### src/rtl/load_store_unit.sv
// Load/store front end for dual_port_memory_group. Handles one request at a time and always returns a held response.
// Optional misaligned-access trap: define LSU_MISALIGN_TRAP_EN.
module load_store_unit #(
  parameter int DATA_DEPTH   = 4096,
  parameter int READ_LATENCY = 1,
  localparam int ADDR_W      = 2 + $clog2(DATA_DEPTH)
) (
  input  logic              clk,
  input  logic              rst_n,
  input  logic              req_valid,
  output logic              req_ready,
  input  logic              req_we,
  input  logic [1:0]        req_size,
  input  logic              req_unsigned,
  input  logic [ADDR_W-1:0] req_addr,
  input  logic [31:0]       req_wdata,
  output logic              resp_valid,
  input  logic              resp_ready,
  output logic [31:0]       resp_rdata,
  output logic              resp_fault,
  output logic [3:0]        mem_write_mask,
  output logic [ADDR_W-1:0] mem_addr_a,
  output logic [ADDR_W-1:0] mem_addr_b,
  output logic [31:0]       mem_write_data,
  input  logic [31:0]       mem_read_data,
  output logic [1:0]        dbg_state
);

  localparam logic [1:0] IDLE      = 2'd0;
  localparam logic [1:0] STORE     = 2'd1;
  localparam logic [1:0] LOAD_WAIT = 2'd2;
  localparam logic [1:0] RESP      = 2'd3;

  localparam int CNT_W = (READ_LATENCY > 1) ? $clog2(READ_LATENCY) : 1;
  localparam logic [CNT_W-1:0] CNT_LAST = CNT_W'(READ_LATENCY - 1);

  // Handshakes: a transfer happens on a rising edge where valid && ready are both high;
  // valid may not depend on ready, and a producer holds its payload stable until the transfer.

  logic [1:0]        state_q, state_d;
  logic [3:0]        mask_q, mask_d;
  logic [ADDR_W-1:0] addr_q, addr_d;
  logic [31:0]       wdata_q, wdata_d;
  logic [1:0]        size_q, size_d;
  logic              uns_q, uns_d;
  logic [CNT_W-1:0]  cnt_q, cnt_d;
  logic              resp_valid_q, resp_valid_d;
  logic [31:0]       rdata_q, rdata_d;
  logic              accept;
  logic              trap_hit;

  function automatic logic [3:0] size_mask(input logic [1:0] sz);
    case (sz)
      2'd0:    size_mask = 4'b0001;
      2'd1:    size_mask = 4'b0011;
      default: size_mask = 4'b1111;
    endcase
  endfunction

  function automatic logic [31:0] extend(input logic [31:0] d, input logic [1:0] sz,
                                         input logic uns);
    case (sz)
      2'd0:    extend = {{24{~uns & d[7]}}, d[7:0]};
      2'd1:    extend = {{16{~uns & d[15]}}, d[15:0]};
      default: extend = d;
    endcase
  endfunction

  assign accept = req_valid && (state_q == IDLE);

`ifdef LSU_MISALIGN_TRAP_EN
  logic fault_q, fault_d;

  assign trap_hit = ((req_size == 2'd1) && req_addr[0]) ||
                    (req_size[1] && (req_addr[1:0] != 2'b00));

  // Every accepted request re-evaluates the fault flag, so it is held through RESP.
  always_comb begin
    fault_d = fault_q;
    if (accept) fault_d = trap_hit;
  end

  always_ff @(posedge clk or negedge rst_n) begin
    if (!rst_n) fault_q <= 1'b0;
    else        fault_q <= fault_d;
  end

  assign resp_fault = fault_q;
`else
  assign trap_hit   = 1'b0;
  assign resp_fault = 1'b0;
`endif

  always_comb begin
    state_d      = state_q;
    mask_d       = mask_q;
    addr_d       = addr_q;
    wdata_d      = wdata_q;
    size_d       = size_q;
    uns_d        = uns_q;
    cnt_d        = cnt_q;
    resp_valid_d = resp_valid_q;
    rdata_d      = rdata_q;
    case (state_q)
      IDLE: begin
        if (accept) begin
          addr_d  = req_addr;
          wdata_d = req_wdata;
          size_d  = req_size;
          uns_d   = req_unsigned;
          cnt_d   = '0;
          if (trap_hit) begin
            state_d      = RESP;
            resp_valid_d = 1'b1;
            rdata_d      = 32'd0;
          end else if (req_we) begin
            state_d = STORE;
            mask_d  = size_mask(req_size);
          end else begin
            state_d = LOAD_WAIT;
          end
        end
      end
      STORE: begin
        // The memory commits the write on this edge; the mask drops with it.
        mask_d       = 4'b0000;
        state_d      = RESP;
        resp_valid_d = 1'b1;
        rdata_d      = 32'd0;
      end
      LOAD_WAIT: begin
        if (cnt_q == CNT_LAST) begin
          rdata_d      = extend(mem_read_data, size_q, uns_q);
          state_d      = RESP;
          resp_valid_d = 1'b1;
        end else begin
          cnt_d = cnt_q + 1'b1;
        end
      end
      default: begin
        if (resp_ready) begin
          resp_valid_d = 1'b0;
          state_d      = IDLE;
        end
      end
    endcase
  end

  always_ff @(posedge clk or negedge rst_n) begin
    if (!rst_n) begin
      state_q      <= IDLE;
      mask_q       <= 4'b0000;
      addr_q       <= '0;
      wdata_q      <= 32'd0;
      size_q       <= 2'd0;
      uns_q        <= 1'b0;
      cnt_q        <= '0;
      resp_valid_q <= 1'b0;
      rdata_q      <= 32'd0;
    end else begin
      state_q      <= state_d;
      mask_q       <= mask_d;
      addr_q       <= addr_d;
      wdata_q      <= wdata_d;
      size_q       <= size_d;
      uns_q        <= uns_d;
      cnt_q        <= cnt_d;
      resp_valid_q <= resp_valid_d;
      rdata_q      <= rdata_d;
    end
  end

  assign req_ready      = (state_q == IDLE);
  assign resp_valid     = resp_valid_q;
  assign resp_rdata     = rdata_q;
  assign mem_write_mask = mask_q;
  assign mem_addr_a     = addr_q;
  assign mem_addr_b     = addr_q;
  assign mem_write_data = wdata_q;
  assign dbg_state      = state_q;

endmodule

### config.mk
export PLATFORM = sky130hd
export DESIGN_NAME = load_store_unit
export DESIGN_NICKNAME = d
export VERILOG_FILES = /design/src/rtl/load_store_unit.sv
export SDC_FILE = /design/constraint.sdc
export NUM_CORES = 1
export LEC_CHECK = 0
export CORE_MARGIN = 1
export CORE_UTILIZATION = 40
export CTS_BUF_LIST = sky130_fd_sc_hd__clkbuf_8
export DETAILED_ROUTE_END_ITERATION = 12
export PLACE_DENSITY = 0.8
export SYNTH_ARGS = -nofsm -noshare
export SYNTH_HDL_FRONTEND = slang
export SYNTH_SLANG_ARGS = --single-unit
### constraint.sdc
create_clock -name clk -period 4.4 [get_ports clk]
set_clock_uncertainty 0.1 [all_clocks]
set_input_delay 0.88 -clock clk [delete_from_list [all_inputs] [get_ports clk]]
set_output_delay 0.88 -clock clk [all_outputs]
set_load 0.05 [all_outputs]
==> key figures <==
Clock tree
  • Clk buf depth: 2
  • Post-CTS resize count: 0
  • H-tree lvl count: 3
  • Inserted Clock Buffers: 9
  • Setup Fix Bufs, Post-CTS: 0
  • CTS tree: yes
  • Clk root buf: clkbuf_8
  • CTS sink cnt: 87
  • Worst-skew pair later-pin latency: 350 ps
  • Hold_buf cts: 0
  • Clk slew on worst S/H paths: 70 ps

Die
  • Initial core utilization: 0.420
  • Row cnt: 34
  • Placeable Area: 0.00889 mm^2
  • Die X: 98.6 um
  • Chip height: 98.6 um
  • Die Area: 0.00972 mm^2
  • Ports: 187

Detailed routing
  • Vias per Instance: 4.84
  • Final ANT Viol Nets: 0
  • Initial detailed-routing violation count: 52
  • Via count: 2843
  • Total Wirelength: 8.81 mm
  • WL per Instance: 15.0 um
  • # DRC: 0
  • Initial DRT Pass Iterations: 4

Critical path
  • WP data required: 3420 ps
  • Crit path largest cell delay: 850 ps
  • Worst-path maximum fanout: 7
  • Critical path type: reg -> out
  • Crit path cell chain: inv_1 > ha_1 > clkdlybuf4s50_1
  • Critical Path Source Type: register
  • Critical path arrival: 1990 ps
  • Bufs and invs on worst path: 2
  • Slowest CP cell: clkdlybuf4s50_1
  • Family with the most delay on the worst path: buffers and inverters
  • Crit. End Element: primary output

Timing
  • RSZ-0062 raised after global routing: false
  • Final Hold Fails: 0
  • Worst slew margin: 0.233
  • Fin Setup TNS: 0 ps
  • Post-route minimum period: 2970 ps
  • Slew @ Worst Pin: 1150 ps
  • Final Max Tran Viols: 0
  • Max Freq: 0.337 GHz
  • Final setup violation count: 0
  • Period utilisation layout: 0.675

Final layout
  • Share of cells above drive strength 1: 0.132
  • Most common cell after layout, fill and taps aside: clkdlybuf4s50_1
  • Fill count: 735
  • Diodes inserted: 0
  • Nets: 566
  • Area growth from synthesis to layout: 53.6%
  • Commonest non-fill, non-tap cells in the layout: 184 x clkdlybuf4s50_1, 87 x dfrtp_1, 45 x mux2_2

Synthesis
  • Count of cell types in the netlist: 26
  • Post-synth ARST share: 1.00
  • Synth top area cells: dfrtp_1 58%, mux2_2 14%, o21ai_0 4.0%
  • Top cell type's share of synthesized area: 0.584
  • #FFs+latches synth: 87
  • Number of flops mapped to enable cells by yosys: 0
  • Mapped Cells: 311
  • Synth Net Count: 402
  • Mapped Avg Cell Area: 12.0 um^2
  • Register area share after synthesis: 0.584
  • Synthesis Warnings: 0
  • Synth area leader: dfrtp_1
  • Mapped Area: 0.00373 mm^2
  • Synth Flop Type: dfrtp_1

Placement
  • Hpwl dp: 6.35 mm
  • GP Congestion: 0.718
  • Port bufs: 185

Global routing
  • Gr ovfl total: 0
  • Maximum number of pins on one net before global-route repair: 88
  • Total global-route track usage: 0.189
  • Initial antenna violation count: 0
  • Vias in the first global route: 3026
  • First-pass GRT wire length: 14.4 mm

Min path
  • Worst hold path class: reg -> reg

Outcome
  • Outcome: finished clean

Flow run
  • Number of max-cap violations: 0
## final timing paths
path | start | end | slack, ps | cells past startpoint
worst max-delay path | dbg_state[1]$_DFFE_PN0P_ | req_ready | 1430 | 3
worst min-delay path | resp_rdata[30]$_DFFE_PN0N_ | resp_rdata[30]$_DFFE_PN0N_ | 390 | 2
worst max register to register | dbg_state[1]$_DFFE_PN0P_ | resp_rdata[30]$_DFFE_PN0N_ | 1880 | 6
worst min register to register | resp_rdata[30]$_DFFE_PN0N_ | resp_rdata[30]$_DFFE_PN0N_ | 390 | 2
max in group asynchronous | rst_n | resp_rdata[30]$_DFFE_PN0N_ | 2870 | 1
min in group asynchronous | rst_n | resp_rdata[0]$_DFFE_PN0N_ | 580 | 1
## flip-flops by register name, summed over array words and instances, names as in the netlist
register / flops
size_q: 2
mem_write_mask: 3
resp_rdata: 32
dbg_state: 2
mem_write_data: 32
uns_q: 1
mem_addr_a: 14
resp_valid: 1
## cell type report
class	instances	area (um^2)	share of cell area
clock buffers	9	124	0.0216
clock inverters	6	103	0.0179
inverters	20	75.1	0.0131
multi-input cells	171	1260	0.220
flip-flops and latches	87	2180	0.380
well taps	108	135	0.0236
repair buffers	186	1860	0.324
## worst min-delay path, cell delays in order, from the launching register on
cell      delay, ps
dfrtp_1         340
nand2b_1         60
nand3_1          60
## per-stage QoR
| stage | hold WS, ps | instance area [um^2] | cells | util | setup slack, ps |
|---|---|---|---|---|---|
| floorplan | 463 | 3730 | 311 | - | 2140 |
| global placement | 367 | 5510 | 572 | 0.619 | 1580 |
| detailed placement | 382 | 5510 | 572 | 0.619 | 1540 |
| CTS | 403 | 5730 | 587 | 0.645 | 1400 |
| global route | 431 | 5730 | 587 | 0.645 | 1350 |
| finish | 392 | 5730 | 587 | 0.645 | 1430 |
## cell usage after synthesis (2+ instances only)
cell type,number
o21ai_0,30
o21a_1,8
nand3_1,2
mux2_1,5
nor2_1,4
inv_1,20
ha_1,5
dfrtp_1,87
buf_2,11
o41ai_1,4
nand2_1,25
buf_4,18
clkbuf_1,2
mux2_2,45
nor2b_1,16
a21oi_1,18
buf_6,2
## per-layer routing
metal	wire, um	global-route usage	vias up
met4	125	0.0735	0
li1	-	-	1344
met3	619	0.0553	11
met1	3710	0.231	1379
met5	0	0	-
met2	4360	0.317	109
## logic make-up (layout without fill, tap and decap cells)
| kind of cell | count (synthesis) | count (layout) | synth area share |
|---|---|---|---|
| flops | 87 | 87 | 0.584 |
| compound gates | 61 | 61 | 0.0919 |
| fa+ha+maj | 5 | 5 | 0.0168 |
| other cells | 1 | 1 | 0.00101 |
| mux | 51 | 51 | 0.154 |
| buf+inv | 53 | 221 | 0.0791 |
| simple gates | 53 | 53 | 0.0741 |
Power is left out: the tool's default activity adds up to more than one toggle a clock period on the data nets, which glitch-free logic cannot reach.
